### src/rtl/queue_pkg.sv
// Shared definitions for the 1-bit queue/stack family: default depth,
// pointer-width helper and the push/pop action encoding.
package queue_pkg;

    localparam int unsigned DEPTH_DEFAULT = 8;

    // Width of a pointer that addresses 'depth' entries (at least 1 bit).
    function automatic int unsigned ptr_w(input int unsigned depth);
        return (depth < 2) ? 1 : $clog2(depth);
    endfunction

    // Accepted-action encoding: {push_accepted, pop_accepted}.
    typedef enum logic [1:0] {
        ACT_NONE = 2'b00,
        ACT_POP  = 2'b01,
        ACT_PUSH = 2'b10,
        ACT_BOTH = 2'b11
    } act_e;

endpackage

### src/rtl/bit_queue_wrap_ptr.sv
// Module wrap_ptr: PTR_W-bit pointer with synchronous active-high reset and
// increment enable, wrapping from DEPTH-1 back to 0.
module wrap_ptr
    import queue_pkg::*;
#(
    parameter  int unsigned DEPTH = DEPTH_DEFAULT,
    localparam int unsigned PTR_W = ptr_w(DEPTH)
) (
    input  logic             clk,
    input  logic             rst,
    input  logic             inc,
    output logic [PTR_W-1:0] ptr
);

    localparam logic [PTR_W-1:0] LAST = PTR_W'(DEPTH - 1);

    logic [PTR_W-1:0] ptr_q;
    logic [PTR_W-1:0] ptr_d;

    // Next pointer: advance on enable, wrap at the last slot.
    always_comb begin
        ptr_d = ptr_q;
        if (inc) begin
            ptr_d = (ptr_q == LAST) ? '0 : ptr_q + PTR_W'(1);
        end
    end

    // Pointer register with synchronous reset.
    always_ff @(posedge clk) begin
        if (rst) begin
            ptr_q <= '0;
        end else begin
            ptr_q <= ptr_d;
        end
    end

    assign ptr = ptr_q;

endmodule

### src/rtl/bit_queue.sv
// bit_queue: 1-bit first-word-fall-through FIFO with occupancy, full/empty
// status and registered overflow/underflow pulses. Same data/push/pop/D_out
// interface as the 1-bit LIFO stack.
// Optional build macro BIT_QUEUE_WATERMARK_EN adds AF_LEVEL/AE_LEVEL
// parameters and registered almost_full/almost_empty outputs.
module bit_queue
    import queue_pkg::*;
#(
    parameter  int unsigned DEPTH    = DEPTH_DEFAULT,
`ifdef BIT_QUEUE_WATERMARK_EN
    parameter  int unsigned AF_LEVEL = DEPTH - 2,
    parameter  int unsigned AE_LEVEL = 1,
`endif
    localparam int unsigned PTR_W    = ptr_w(DEPTH)
) (
    input  logic           CLK,
    input  logic           RST,
    input  logic           data,
    input  logic           push,
    input  logic           pop,
    output logic           D_out,
    output logic           full,
    output logic           empty,
    output logic [PTR_W:0] count,
`ifdef BIT_QUEUE_WATERMARK_EN
    output logic           almost_full,
    output logic           almost_empty,
`endif
    output logic           overflow,
    output logic           underflow
);

    localparam int unsigned    CNT_W    = PTR_W + 1;
    localparam logic [PTR_W:0] FULL_CNT = CNT_W'(DEPTH);

    logic [DEPTH-1:0] mem_q;
    logic [DEPTH-1:0] mem_d;
    logic [PTR_W:0]   count_q, count_d;
    logic             full_q, full_d;
    logic             empty_q, empty_d;
    logic             overflow_q, overflow_d;
    logic             underflow_q, underflow_d;
`ifdef BIT_QUEUE_WATERMARK_EN
    localparam logic [PTR_W:0] AF_CNT = CNT_W'(AF_LEVEL);
    localparam logic [PTR_W:0] AE_CNT = CNT_W'(AE_LEVEL);
    logic             almost_full_q, almost_full_d;
    logic             almost_empty_q, almost_empty_d;
`endif

    logic             push_ok;
    logic             pop_ok;
    act_e             act;
    logic [PTR_W-1:0] wr_ptr;
    logic [PTR_W-1:0] rd_ptr;

    // Acceptance: a pop frees a slot, so a push into a full queue is taken
    // when it is paired with an accepted pop.
    always_comb begin
        pop_ok  = pop & ~empty_q;
        push_ok = push & (~full_q | pop_ok);
        act     = act_e'({push_ok, pop_ok});
    end

    wrap_ptr #(.DEPTH(DEPTH)) u_wr_ptr (
        .clk (CLK),
        .rst (RST),
        .inc (push_ok),
        .ptr (wr_ptr)
    );

    wrap_ptr #(.DEPTH(DEPTH)) u_rd_ptr (
        .clk (CLK),
        .rst (RST),
        .inc (pop_ok),
        .ptr (rd_ptr)
    );

    // Next-state occupancy, status flags and error pulses.
    always_comb begin
        count_d = count_q;
        unique case (act)
            ACT_PUSH: count_d = count_q + CNT_W'(1);
            ACT_POP:  count_d = count_q - CNT_W'(1);
            default:  count_d = count_q;
        endcase
        full_d      = (count_d == FULL_CNT);
        empty_d     = (count_d == '0);
        overflow_d  = push & ~push_ok;
        underflow_d = pop & ~pop_ok;
`ifdef BIT_QUEUE_WATERMARK_EN
        almost_full_d  = (count_d >= AF_CNT);
        almost_empty_d = (count_d <= AE_CNT);
`endif
    end

    // Storage write on accepted push; contents are not reset.
    always_comb begin
        mem_d = mem_q;
        if (push_ok && !RST) begin
            mem_d[wr_ptr] = data;
        end
    end

    // Status registers; reset discards any concurrent push/pop.
    always_ff @(posedge CLK) begin
        if (RST) begin
            count_q     <= '0;
            full_q      <= 1'b0;
            empty_q     <= 1'b1;
            overflow_q  <= 1'b0;
            underflow_q <= 1'b0;
`ifdef BIT_QUEUE_WATERMARK_EN
            almost_full_q  <= 1'b0;
            almost_empty_q <= 1'b1;
`endif
        end else begin
            count_q     <= count_d;
            full_q      <= full_d;
            empty_q     <= empty_d;
            overflow_q  <= overflow_d;
            underflow_q <= underflow_d;
`ifdef BIT_QUEUE_WATERMARK_EN
            almost_full_q  <= almost_full_d;
            almost_empty_q <= almost_empty_d;
`endif
        end
    end

    // Storage register.
    always_ff @(posedge CLK) begin
        mem_q <= mem_d;
    end

    assign D_out     = empty_q ? 1'b0 : mem_q[rd_ptr];
    assign full      = full_q;
    assign empty     = empty_q;
    assign count     = count_q;
    assign overflow  = overflow_q;
    assign underflow = underflow_q;
`ifdef BIT_QUEUE_WATERMARK_EN
    assign almost_full  = almost_full_q;
    assign almost_empty = almost_empty_q;
`endif

endmodule

### config.mk
export PLATFORM = sky130hd
export DESIGN_NAME = bit_queue
export DESIGN_NICKNAME = d
export VERILOG_FILES = /design/src/rtl/queue_pkg.sv /design/src/rtl/bit_queue_wrap_ptr.sv /design/src/rtl/bit_queue.sv
export SDC_FILE = /design/constraint.sdc
export NUM_CORES = 1
export LEC_CHECK = 0
export ABC_AREA = 1
export CAP_MARGIN = 25
export CORE_AREA = 8 8 78 80
export CTS_BUF_LIST = sky130_fd_sc_hd__clkbuf_2 sky130_fd_sc_hd__clkbuf_4 sky130_fd_sc_hd__clkbuf_8
export DETAILED_ROUTE_END_ITERATION = 7
export DIE_AREA = 0 0 86 88
export GPL_TIMING_DRIVEN = 0
export PLACE_DENSITY = 0.41
export SLEW_MARGIN = 20
export SYNTH_ARGS = -nofsm -noshare
export SYNTH_HDL_FRONTEND = slang
export SYNTH_HIERARCHICAL = 1
export SYNTH_SLANG_ARGS = --single-unit
### constraint.sdc
create_clock -name CLK -period 5.3 [get_ports CLK]
set_input_delay 1.59 -clock CLK [delete_from_list [all_inputs] [get_ports CLK]]
set_output_delay 1.59 -clock CLK [all_outputs]
set_load 0.1 [all_outputs]
Yosys cells after proc, flatten, opt, wreduce, memory -nomap -nowiden

Index checks and enable logic that the tools add are counted.

Bits in registers: 22
Bits in latches: 0
RAM bits: 0
Memory bits (read-only): 0
Input bits: 5
Output and inout bits: 9
Logic and storage cells: 42
Memories: 0

$add $sub $neg: 4
Multipliers: 0
Div/mod/pow operators: 0
$lt $le $gt $ge: 3
Eq/ne operators: 5
Shift operators: 0
Multiplexer cells: 9
Bitwise operators: 9
Reductions and logical operators: 4

Operators by type and width:

| cell                  | count |
|---|---|
| $bwmux W8             | 1 |
| $lt A3 B4 Y1 const B  | 2 |
| $pmux W4 S2           | 1 |
| $add A3 B1 Y3 const B | 2 |
| $eq A3 B3 Y1 const B  | 2 |
| $mux W3               | 2 |
| $add A4 B1 Y4 const B | 1 |
| $and A1 B1 Y1         | 4 |
| $eq A4 B4 Y1 const B  | 1 |
| $logic_not A4 Y1      | 1 |
| $not A1 Y1            | 4 |
| $sub A4 B1 Y4 const B | 1 |
| $bmux W1 S3           | 1 |
| $demux W1 S3          | 1 |
| $ge A3 B1 Y1 const B  | 1 |
| $mux W1               | 3 |
| $eq A2 B1 Y1 const B  | 1 |
| $eq A2 B2 Y1 const B  | 1 |
| $logic_and A1 B1 Y1   | 2 |
| $logic_not A1 Y1      | 1 |
| $or A1 B1 Y1          | 1 |

Longest topological paths before layout

Gate-level depths: netlist of run 1.

Depth after elaboration: 7
Depth in mapped cells: 17
Depth with buffers taken out: 17

Modules after synthesis

The synthesis of run 1 kept the hierarchy.

By module, submodules not included:

| module    | times used | cells each | area each (sq um) | seq. area each (sq um) |
|---|---|---|---|---|
| bit_queue | 1          | 104        | 853.3             | 400.4 |
| wrap_ptr  | 2          | 18         | 138.9             | 60.1 |

Worst setup path before layout of run 1

No wires, ideal clock.

Kind: register to output
Start point: reg empty_q (netlist: empty)
End point: out D_out
Data arrival time: 2.188 ns
Required time: 3.710 ns
Path slack: 1.522 ns
Stages on the path, launching flop included: 4
Buffers on the path: 0
Path through: dfxtp_1 -> inv_1 -> o21ai_0 -> nor2_1

Longest elaborated chain between the ends: 1

Ends and longest elaborated chain:

| element                  | line             | RTL |
|---|---|---|
| start: declaration       | bit_queue.sv:40  | `logic empty_q, empty_d;` |
| start signal: assignment | bit_queue.sv:119 | `empty_q <= empty_d;` |
| $mux W1                  | bit_queue.sv:134 | `assign D_out = empty_q ? 1'b0 : mem_q[rd_ptr];` |
| end: declaration         | bit_queue.sv:21  | `output logic D_out,` |

No other way between the ends.

Final worst setup path of run 1

Start point: reg u_rd_ptr.ptr_q[0] (netlist: u_rd_ptr/ptr[0])
End point: out D_out

Longest elaborated chain between the ends: 3

Ends and longest elaborated chain:

| element                       | line                     | RTL |
|---|---|---|
| start: declaration            | bit_queue_wrap_ptr.sv:17 | `logic [PTR_W-1:0] ptr_q;` |
| start signal: assignment      | bit_queue_wrap_ptr.sv:33 | `ptr_q <= ptr_d;` |
| $bmux W1 S3                   | bit_queue.sv:134         |  |
| $mux W1 (implied by the code) | bit_queue.sv:134         |  |
| $mux W1                       | bit_queue.sv:134         |  |

No other way between the ends. The select of a mux whose other input is x is not followed.

==> results.py, run 1 <==
metrics = {
    "run_status": {
        "status": "finished clean",
    },
    "flow_run": {
        "maxCapViolCount": 0,
    },
    "floorplan": {
        "die_y_um": 88,
        "io-pin-count": 14,
        "start_util_pct": 23.0,
        "rows": 26,
        "core_sq_um": 4910,
        "chipWidth_um": 86,
        "die_area_sq_um": 7570,
    },
    "setup_path": {
        "endpoint_kind": "primary output",
        "critPathLaunch": "u_rd_ptr/ptr[0]",
        "reg2reg_to": "empty",
        "path_class": "flop to primary output",
        "rrSetupSlack_ns": 3.08,
        "cp-start-kind": "flop",
        "worst_ep_required_time_ns": 3.71,
        "worst_r2r_path_depth": 15,
        "endpoint": "D_out",
        "cp_data_arrival_time_ns": 2.34,
        "r2r-start": "empty",
        "crit_fanout": 8,
    },
    "synthesis": {
        "synthXorXnorAreaFrac_pct": 1.55,
        "synthMostInstantiatedCell": "nor2_1",
        "async_reset_ff_share_pct": 0,
        "synth_area_leaders": "dfxtp_1 25%, edfxtp_1 21%, nor2_1 9.0%",
        "synth.top_cell.area_share_pct": 24.8,
        "syn_avg_cell_area_sq_um": 8.08,
        "postSynthCellCount": 140,
        "muxShareOfSynthArea_pct": 0.885,
        "synth_compound_area_share_pct": 8.52,
        "netlist_area_sq_um": 1130,
        "ys_seq_area_share_pct": 46.0,
        "synth-main-ff-cell": "dfxtp_1",
        "synth_edf_count": 8,
        "ys_types": 21,
        "ys_seq_elements": 22,
        "synth_top_area_cell": "dfxtp_1",
        "syn_nets": 152,
        "synth_common_cells": "27 x nor2_1, 21 x inv_1, 21 x nand2_1, 14 x dfxtp_1, 8 x edfxtp_1",
        "synthAdderAreaFrac_pct": 7.74,
        "ys.warnings.count": 6,
        "yosys.area_share.simple_pct": 27.0,
        "synth_top_family_by_area": "simple AND/OR/NAND/NOR gates",
    },
    "sta": {
        "slew_viol_final": 0,
        "post-route-period-util_pct": 74.2,
        "worst_slew_pin_slew_ns": 0.970,
        "setup_violations": 0,
        "skew_ns": 0.00331,
        "rsz0062_at_grt": "no",
        "hold_slack_ns": 0.486,
        "relSlewSlack_pct": 35.1,
        "fin_setup_tns_ns": 0,
        "hold_viol_final": 0,
        "max_freq_ghz": 0.254,
        "period_needed_ns": 3.93,
    },
    "clocking": {
        "cts-root-buf": "clkbuf_8",
        "cts_buffers": 3,
        "post_cts_buffers": 0,
        "clkTransAtPathRegs_ns": 0.08,
        "cts_resized": 0,
        "clk_path_buf_depth": 2,
        "cts.sinks": 22,
        "ctsHoldBuffers": 0,
        "clk_latency_ns": 0.26,
        "htreeDepth": 1,
        "cts_tree": "built",
    },
    "global_route": {
        "grt_pass1_vias": 764,
        "grt_max_degree": 14,
        "grt_use_total_pct": 6.01,
        "grt_pass1_wl_um": 3510,
        "grt_antenna_before_repair": 0,
        "grt_overflow": 0,
    },
    "route": {
        "wl_um": 2240,
        "wl_per_cell_um": 9.85,
        "drc": 0,
        "ant_nets": 0,
        "drtIter0Drc": 40,
        "via_per_inst": 3.89,
        "drtPass1Iterations": 4,
        "vias": 883,
    },
    "finish": {
        "drive_gt1_share_pct": 11.5,
        "fill_cells": 528,
        "syn2layout_area_growth_pct": 25.6,
        "fin_nets": 170,
        "area.sequential_sq_um": 520,
        "num_antenna_cells": 0,
        "multiInputGateArea_sq_um": 517,
    },
    "hold_path": {
        "hp-class": "flop to flop",
    },
    "power": {
        "ir_worst_vdd_uv": 166,
        "power_density_nw_per_um2": 575,
        "leakage_nw": 0.607,
    },
    "placement": {
        "dp.final_hpwl_um": 1790,
        "gp_congestion": 0.729,
        "io_buffers": 13,
    },
}
[per-stage QoR]
step / setup slack (ns) / cell area, sq um / utilization (%) / std cells / total power, mW
floorplan: 1.52 / 1130 / - / 140 / 0.577
global placement: 1.34 / 1350 / 27.5 / 223 / 0.665
detailed placement: 1.32 / 1350 / 27.5 / 223 / 0.669
CTS: 1.33 / 1420 / 28.9 / 227 / 0.829
global route: 1.21 / 1420 / 28.9 / 227 / 0.867
finish: 1.37 / 1420 / 28.9 / 227 / 0.816
[kinds of logic (layout without fill, tap and decap cells)]
group / after synthesis / in the layout
AND/OR/NAND/NOR: 66 / 66
buffers and inverters: 25 / 42
flip-flops: 22 / 22
AO/OA/AOI/OAI: 17 / 17
adder cells (fa/ha/maj): 7 / 7
XOR/XNOR: 2 / 2
multiplexers: 1 / 1
[critical path, stage by stage, from the launching register on]
cell and delay (ns):
dfxtp_1 0.48, nor2_1 0.08, nor2_1 0.09, o21a_1 0.11, o21ai_0 0.07, nor2_1 0.11, clkdlybuf4s50_1 1.14
[cell type report]
cell class / instances / share of cell area [%]
Inverter: 24 / 6.34
Tap cell: 70 / 6.17
Clock inverter: 1 / 2.11
Clock buffer: 3 / 2.91
Timing Repair Buffer: 13 / 9.16
Buffer: 1 / 0.264
Sequential cell: 22 / 36.7
Multi-Input combinational cell: 93 / 36.4
[layer usage]
layer / global-route usage [%] / up-vias / wire (um)
met5: 0 / - / 0
met4: 4.30 / 0 / 63
met3: 1.31 / 5 / 79
met2: 10.0 / 15 / 1010
met1: 6.68 / 387 / 1090
li1: - / 476 / -
[power breakdown]
part           internal, mW  switching [mW]
Combinational         0.115           0.301
Clock                 0.101          0.0549
Sequential            0.207          0.0368
Total                 0.423           0.393
[state kept, by name (all words and copies together) (netlist names)]
name / cells
mem_q: 8
count: 4
u_rd_ptr/ptr: 3
u_wr_ptr/ptr: 3
empty: 1
full: 1
overflow: 1
underflow: 1
[how the worst min path moves through the flow]
stage / startpoint / endpoint / slack [ns] / depth (start not counted)
2_1_floorplan: u_wr_ptr/ptr[1] / u_wr_ptr/ptr[1] / 0.48 / 2
6_report: full / overflow / 0.49 / 2
5_1_grt: full / overflow / 0.51 / 2
3_3_place_gp: full / overflow / 0.48 / 2
3_5_place_dp: full / overflow / 0.48 / 2
4_1_cts: full / overflow / 0.49 / 2
[cell usage in the layout, fill, tap and decap left out]
cell,instances
nand3_1,6
bufinv_16,1
nand2_1,21
mux2i_1,1
o22ai_1,1
nand2_2,4
ha_1,7
o21ai_0,6
edfxtp_1,8
xnor2_1,2
dfxtp_1,14
o21ai_2,2
clkdlybuf4s50_1,13
inv_1,21
clkbuf_1,1
nand2b_1,1
nor2_4,3
nor3_1,2
o21a_1,1
nor2_1,27
nand3_2,2
inv_2,3
a21oi_1,7
clkbuf_8,3
Note: power is estimated with default switching activity, not from simulation.
==> run 2, diff against run 1 <==
- PLACE_DENSITY: 0.41 -> 0.43
- clock period: 5.3 -> 3.35 ns (I/O delays scaled with it)
==> run 2 against run 1 <==
  * Routed wire length increased by 2.9%
  * Worst setup slack worse by 1.1 ns
  * Design area fell by 1.7%
  * Die area unchanged
  * Clock power up 13%
  * Combinational power is 57% higher
  * Clock-buffer cell count up 1
  * Register-to-register slack got worse by 1.9 ns
  * Global-route usage increased by 0.51 points
  * Final cell count is the same
  * Flip-flop and latch count unchanged
  * Highest routed layer unchanged
==> results.py, run 2 (synthesized netlist as in run 1, its figures left out) <==
metrics = {
    "setup_path": {
        "endpoint_kind": "flop",
        "reg2reg_to": "empty",
        "crit_fanout": 6,
        "critical-path-slowest-cell": "clkdlybuf4s50_1",
        "worst_ep_required_time_ns": 3.52,
        "crit_chain": "clkdlybuf4s50_1 -> inv_1 -> o21ai_2 -> inv_2 -> nor2_4 -> inv_2 -> ha_1 -> nor2_1 -> nor2_4 -> ha_1 -> a21oi_1 -> nand2b_1 -> nand3_1 -> nand3_1 -> nand2_1 -> nand2_1 -> inv_1",
        "critical_path.max_stage_delay_ns": 0.46,
        "rrSetupSlack_ns": 1.15,
        "r2r-start": "empty",
        "worst_r2r_path_depth": 15,
        "path_class": "input port to flop",
        "cp_data_arrival_time_ns": 3.25,
        "cp-start-kind": "input port",
    },
    "floorplan": {
        "core_sq_um": 4910,
        "die_y_um": 88,
        "die_area_sq_um": 7570,
        "start_util_pct": 23.0,
        "io-pin-count": 14,
        "chipWidth_um": 86,
        "rows": 26,
    },
    "route": {
        "via_per_inst": 3.95,
        "ant_nets": 0,
        "drtIter0Drc": 49,
        "wl_per_cell_um": 10.1,
        "drc": 0,
        "wl_um": 2300,
        "vias": 896,
        "drtPass1Iterations": 3,
    },
    "power": {
        "p_sw_mw": 0.620,
        "seq_power_share_pct": 32.0,
        "ir_worst_vdd_uv": 264,
        "power_density_nw_per_um2": 872,
        "pwr-share-comb_pct": 53.6,
        "intPower_mw": 0.598,
        "swShare_pct": 50.9,
        "clkPwrFrac_pct": 14.4,
        "leakage_nw": 0.601,
    },
    "sta": {
        "worst_slew_pin_slew_ns": 0.988,
        "relSlewSlack_pct": 33.9,
        "period_needed_ns": 3.09,
        "skew_ns": 0.00463,
        "post-route-period-util_pct": 92.1,
        "setup_violations": 0,
        "max_freq_ghz": 0.324,
        "rsz0062_at_grt": "no",
        "slew_viol_final": 0,
        "hold_viol_final": 0,
    },
    "finish": {
        "final_common_cell": "nor2_1",
        "fin_cells": 227,
        "largest_register": "mem_q",
        "num_antenna_cells": 0,
        "design_area_sq_um": 1400,
        "multiInputGateArea_sq_um": 517,
        "syn2layout_area_growth_pct": 23.5,
        "drive_gt1_share_pct": 11.5,
        "largest_reg_flops": 8,
        "fill_cells": 541,
        "area.sequential_sq_um": 520,
        "fin_nets": 170,
        "layout_common_cells": "27 x nor2_1, 21 x inv_1, 21 x nand2_1",
    },
    "global_route": {
        "grt_pass1_vias": 923,
        "grt_antenna_before_repair": 0,
        "grt_overflow": 0,
        "grt_use_total_pct": 6.52,
        "grt_max_degree": 13,
        "grt_pass1_wl_um": 3870,
    },
    "placement": {
        "placed_area_sq_um": 1350,
        "io_buffers": 13,
        "gp_congestion": 0.734,
        "dp.final_hpwl_um": 1860,
        "dp_cells": 223,
    },
    "clocking": {
        "cts-root-buf": "clkbuf_8",
        "cts_buffers": 3,
        "cts_resized": 1,
        "clkTransAtPathRegs_ns": 0.08,
        "cts_tree": "built",
        "clk_latency_ns": 0.26,
        "clk_path_buf_depth": 2,
        "cts.sinks": 22,
        "htreeDepth": 1,
        "post_cts_buffers": 0,
        "ctsHoldBuffers": 0,
    },
    "flow_run": {
        "maxCapViolCount": 0,
    },
    "hold_path": {
        "hold_path_depth": 2,
        "hp-class": "flop to flop",
        "hp-start": "full",
        "holdPathEnd": "overflow",
    },
    "run_status": {
        "status": "finished clean",
    },
}
==> run 2: changes by cell type in the layout (fill, tap and decap cells not counted) <==
cell | before | now
clkdlybuf4s50_1 | 13 | 12
bufinv_16 | 1 | 0
clkbuf_4 | 0 | 1
dlygate4sd2_1 | 0 | 1
==> run 2: final cells by class <==
type	instances	share of cell area, %
flip-flops and latches	22	37.3
multi-input cells	93	37.0
repair buffers	13	9.23
inverters	24	6.45
well taps	70	6.27
clock buffers	4	3.49
plain buffers	1	0.269
==> run 2: layer usage <==
layer	GRT usage (%)	up-vias	wire length (um)
met5	0	-	0
met4	4.46	0	59
met3	1.22	5	85
met2	11.3	10	1100
met1	7.12	406	1060
li1	-	475	-
==> run 2: through the flow <==
| step | utilization, % | setup TNS [ns] | worst slack, ns | total power [mW] | hold slack, ns |
|---|---|---|---|---|---|
| finish | 28.4 | 0 | 0.264 | 1.22 | 0.483 |
| global placement | 27.5 | -0.0342 | -0.0342 | 1.05 | 0.475 |
| CTS | 28.4 | 0 | 0.223 | 1.23 | 0.488 |
| global route | 28.4 | 0 | 0.0245 | 1.30 | 0.506 |
| detailed placement | 27.5 | -0.0455 | -0.0455 | 1.06 | 0.475 |
| floorplan | - | 0 | 0.157 | 0.913 | 0.479 |
==> run 2: how the worst max path moves through the flow <==
stage / startpoint / end
4_1_cts: pop / empty
6_report: pop / empty
5_1_grt: pop / empty
2_1_floorplan: empty / D_out
3_3_place_gp: pop / empty
3_5_place_dp: pop / empty
==> run 2: critical path, delay by kind of cell <==
family          cells  cell delay [ns]
simple gates        8             0.84
buf+inv             5             0.70
fa+ha+maj           2             0.41
compound gates      2             0.29
==> run 2: power by group through the flow <==
stage	Combinational (mW)	Clock [mW]	Sequential, mW
floorplan	0.292	0	0.621
global placement	0.658	0	0.396
detailed placement	0.663	0	0.397
CTS	0.661	0.181	0.391
global route	0.706	0.190	0.399
finish	0.653	0.176	0.389
==> run 3, diff against run 2 <==
- PLACE_DENSITY: 0.43 -> 0.41
- RECOVER_POWER: default -> 100
- clock period: 3.35 -> 3.7 ns (I/O delays scaled with it)
==> run 3 against run 2 <==
  * Flip-flop and latch count did not move
  * Final cell count unchanged
  * Routed wire length shrank 3.0%
  * Register-to-register slack gained 0.22 ns
  * Via count shrank 1.2%
  * Design area is 0.36% higher
  * Clock power is 27% higher
  * Clock-buffer cell count is 1 lower
  * Clock skew decreased by 0.0020 ns
  * Critical endpoint is now D_out
  * Largest cell class unchanged
==> results.py, run 3 (synthesized netlist as in run 1, its figures left out) <==
metrics = {
    "clocking": {
        "ctsHoldBuffers": 0,
        "cts.sinks": 22,
        "post_cts_buffers": 0,
        "htreeDepth": 1,
        "cts-root-buf": "clkbuf_8",
        "cts_resized": 0,
        "cts_buffers": 3,
        "cts_tree": "built",
        "clkTransAtPathRegs_ns": 0.08,
        "clk_latency_ns": 0.26,
        "clk_path_buf_depth": 2,
    },
    "finish": {
        "largest_reg_flops": 8,
        "multiInputGateArea_sq_um": 498,
        "syn2layout_area_growth_pct": 23.9,
        "largest_register": "mem_q",
        "num_antenna_cells": 0,
        "layout_common_cells": "28 x nor2_1, 24 x nand2_1, 21 x inv_1",
        "fin_nets": 170,
        "area.sequential_sq_um": 520,
        "fill_cells": 532,
        "drive_gt1_share_pct": 8.28,
        "final_common_cell": "nor2_1",
    },
    "power": {
        "intPower_mw": 0.591,
        "seq_power_share_pct": 30.1,
        "leakage_nw": 0.625,
        "power.total_mw": 1.15,
        "ir_worst_vdd_uv": 230,
        "pwr-share-comb_pct": 50.3,
        "swShare_pct": 48.4,
        "clkPwrFrac_pct": 19.5,
        "p_sw_mw": 0.555,
        "power_density_nw_per_um2": 818,
    },
    "flow_run": {
        "maxCapViolCount": 0,
    },
    "setup_path": {
        "worst_ep_required_time_ns": 2.59,
        "critical_path.max_stage_delay_ns": 1.14,
        "crit_chain": "nor2_1 -> nor2_1 -> o21a_1 -> o21ai_0 -> nor2_1 -> clkdlybuf4s50_1",
        "cp.depth": 6,
        "path_class": "flop to primary output",
        "cp-start-kind": "flop",
        "path_buf_inv": 1,
        "crit_family": "buffers and inverters",
        "critical-path-slowest-cell": "clkdlybuf4s50_1",
        "cp_data_arrival_time_ns": 2.34,
        "endpoint_kind": "primary output",
        "worst_r2r_path_depth": 15,
        "cpMostUsedCell": "nor2_1",
        "crit_fanout": 8,
    },
    "global_route": {
        "grt_pass1_wl_um": 3510,
        "grt_pass1_vias": 764,
        "grt_max_degree": 14,
        "grt_overflow": 0,
        "grt_antenna_before_repair": 0,
        "grt_use_total_pct": 6.01,
    },
    "route": {
        "drtIter0Drc": 34,
        "drc": 0,
        "drtPass1Iterations": 4,
        "wl_per_cell_um": 9.84,
        "ant_nets": 0,
        "via_per_inst": 3.90,
        "wl_um": 2230,
        "vias": 885,
    },
    "run_status": {
        "status": "finished clean",
    },
    "sta": {
        "post-route-period-util_pct": 93.3,
        "period_needed_ns": 3.45,
        "rsz0062_at_grt": "no",
        "skew_ns": 0.00262,
        "fin_setup_tns_ns": 0,
        "setup_violations": 0,
        "worst_slew_pin_slew_ns": 0.980,
        "relSlewSlack_pct": 34.4,
        "hold_viol_final": 0,
        "max_freq_ghz": 0.290,
        "slew_viol_final": 0,
    },
    "floorplan": {
        "start_util_pct": 23.0,
        "rows": 26,
        "chipWidth_um": 86,
        "die_area_sq_um": 7570,
        "io-pin-count": 14,
        "die_y_um": 88,
        "core_sq_um": 4910,
    },
    "placement": {
        "gp_congestion": 0.729,
        "io_buffers": 13,
        "dp.final_hpwl_um": 1790,
    },
    "hold_path": {
        "hp-class": "flop to flop",
        "hold_path_depth": 2,
    },
}
-- run 3: metal layers --
layer | part of all wire, % | track usage (%)
met1 | 49 | 6.68
met2 | 45 | 10.0
met3 | 3.4 | 1.31
met4 | 2.8 | 4.30
met5 | 0 | 0
-- run 3: metrics by stage --
step / instance area [sq um] / utilization (%) / hold slack [ns] / worst slack (ns) / std cells
3_3_place_gp: 1350 / 27.5 / 0.476 / 0.217 / 223
2_1_floorplan: 1130 / - / 0.479 / 0.402 / 140
5_1_grt: 1400 / 28.5 / 0.560 / 0.0656 / 227
6_report: 1400 / 28.5 / 0.523 / 0.247 / 227
3_5_place_dp: 1350 / 27.5 / 0.480 / 0.203 / 223
4_1_cts: 1420 / 28.9 / 0.494 / 0.211 / 227
-- run 3: power groups by stage --
stage,Combinational [mW],Clock [mW],Sequential [mW]
floorplan,0.264,0,0.563
global placement,0.596,0,0.356
detailed placement,0.602,0,0.357
CTS,0.604,0.232,0.351
global route,0.622,0.244,0.353
finish,0.577,0.224,0.346
-- run 3: path summary, 6_finish.rpt --
path                                       from   endpoint  slack (ns)
worst min register to register            empty  underflow        0.52
worst max register to register            empty      empty        1.37
worst max-delay path            u_rd_ptr/ptr[0]      D_out        0.25
worst min-delay path                      empty  underflow        0.52
-- run 3: area by class of cell --
cell class / count / area share, %
clock buffer: 3 / 2.95
clock inverter: 1 / 2.14
sequential: 22 / 37.1
buffer: 1 / 0.268
tap: 70 / 6.25
multi-input combinational: 93 / 35.5
timing repair buffer: 13 / 9.29
inverter: 24 / 6.43
-- run 3: worst reg2reg max path, cell delays in order, from the launching register on --
cell      delay (ns)
dfxtp_1         0.34
o21ai_0         0.31
inv_2           0.08
nor2_4          0.16
inv_2           0.06
ha_1            0.24
nor2_1          0.19
nor2_4          0.06
ha_1            0.17
a21oi_1         0.14
nand2b_1        0.12
nand3_1         0.08
nand3_1         0.13
nand2_1         0.06
nand2_1         0.06
inv_1           0.03
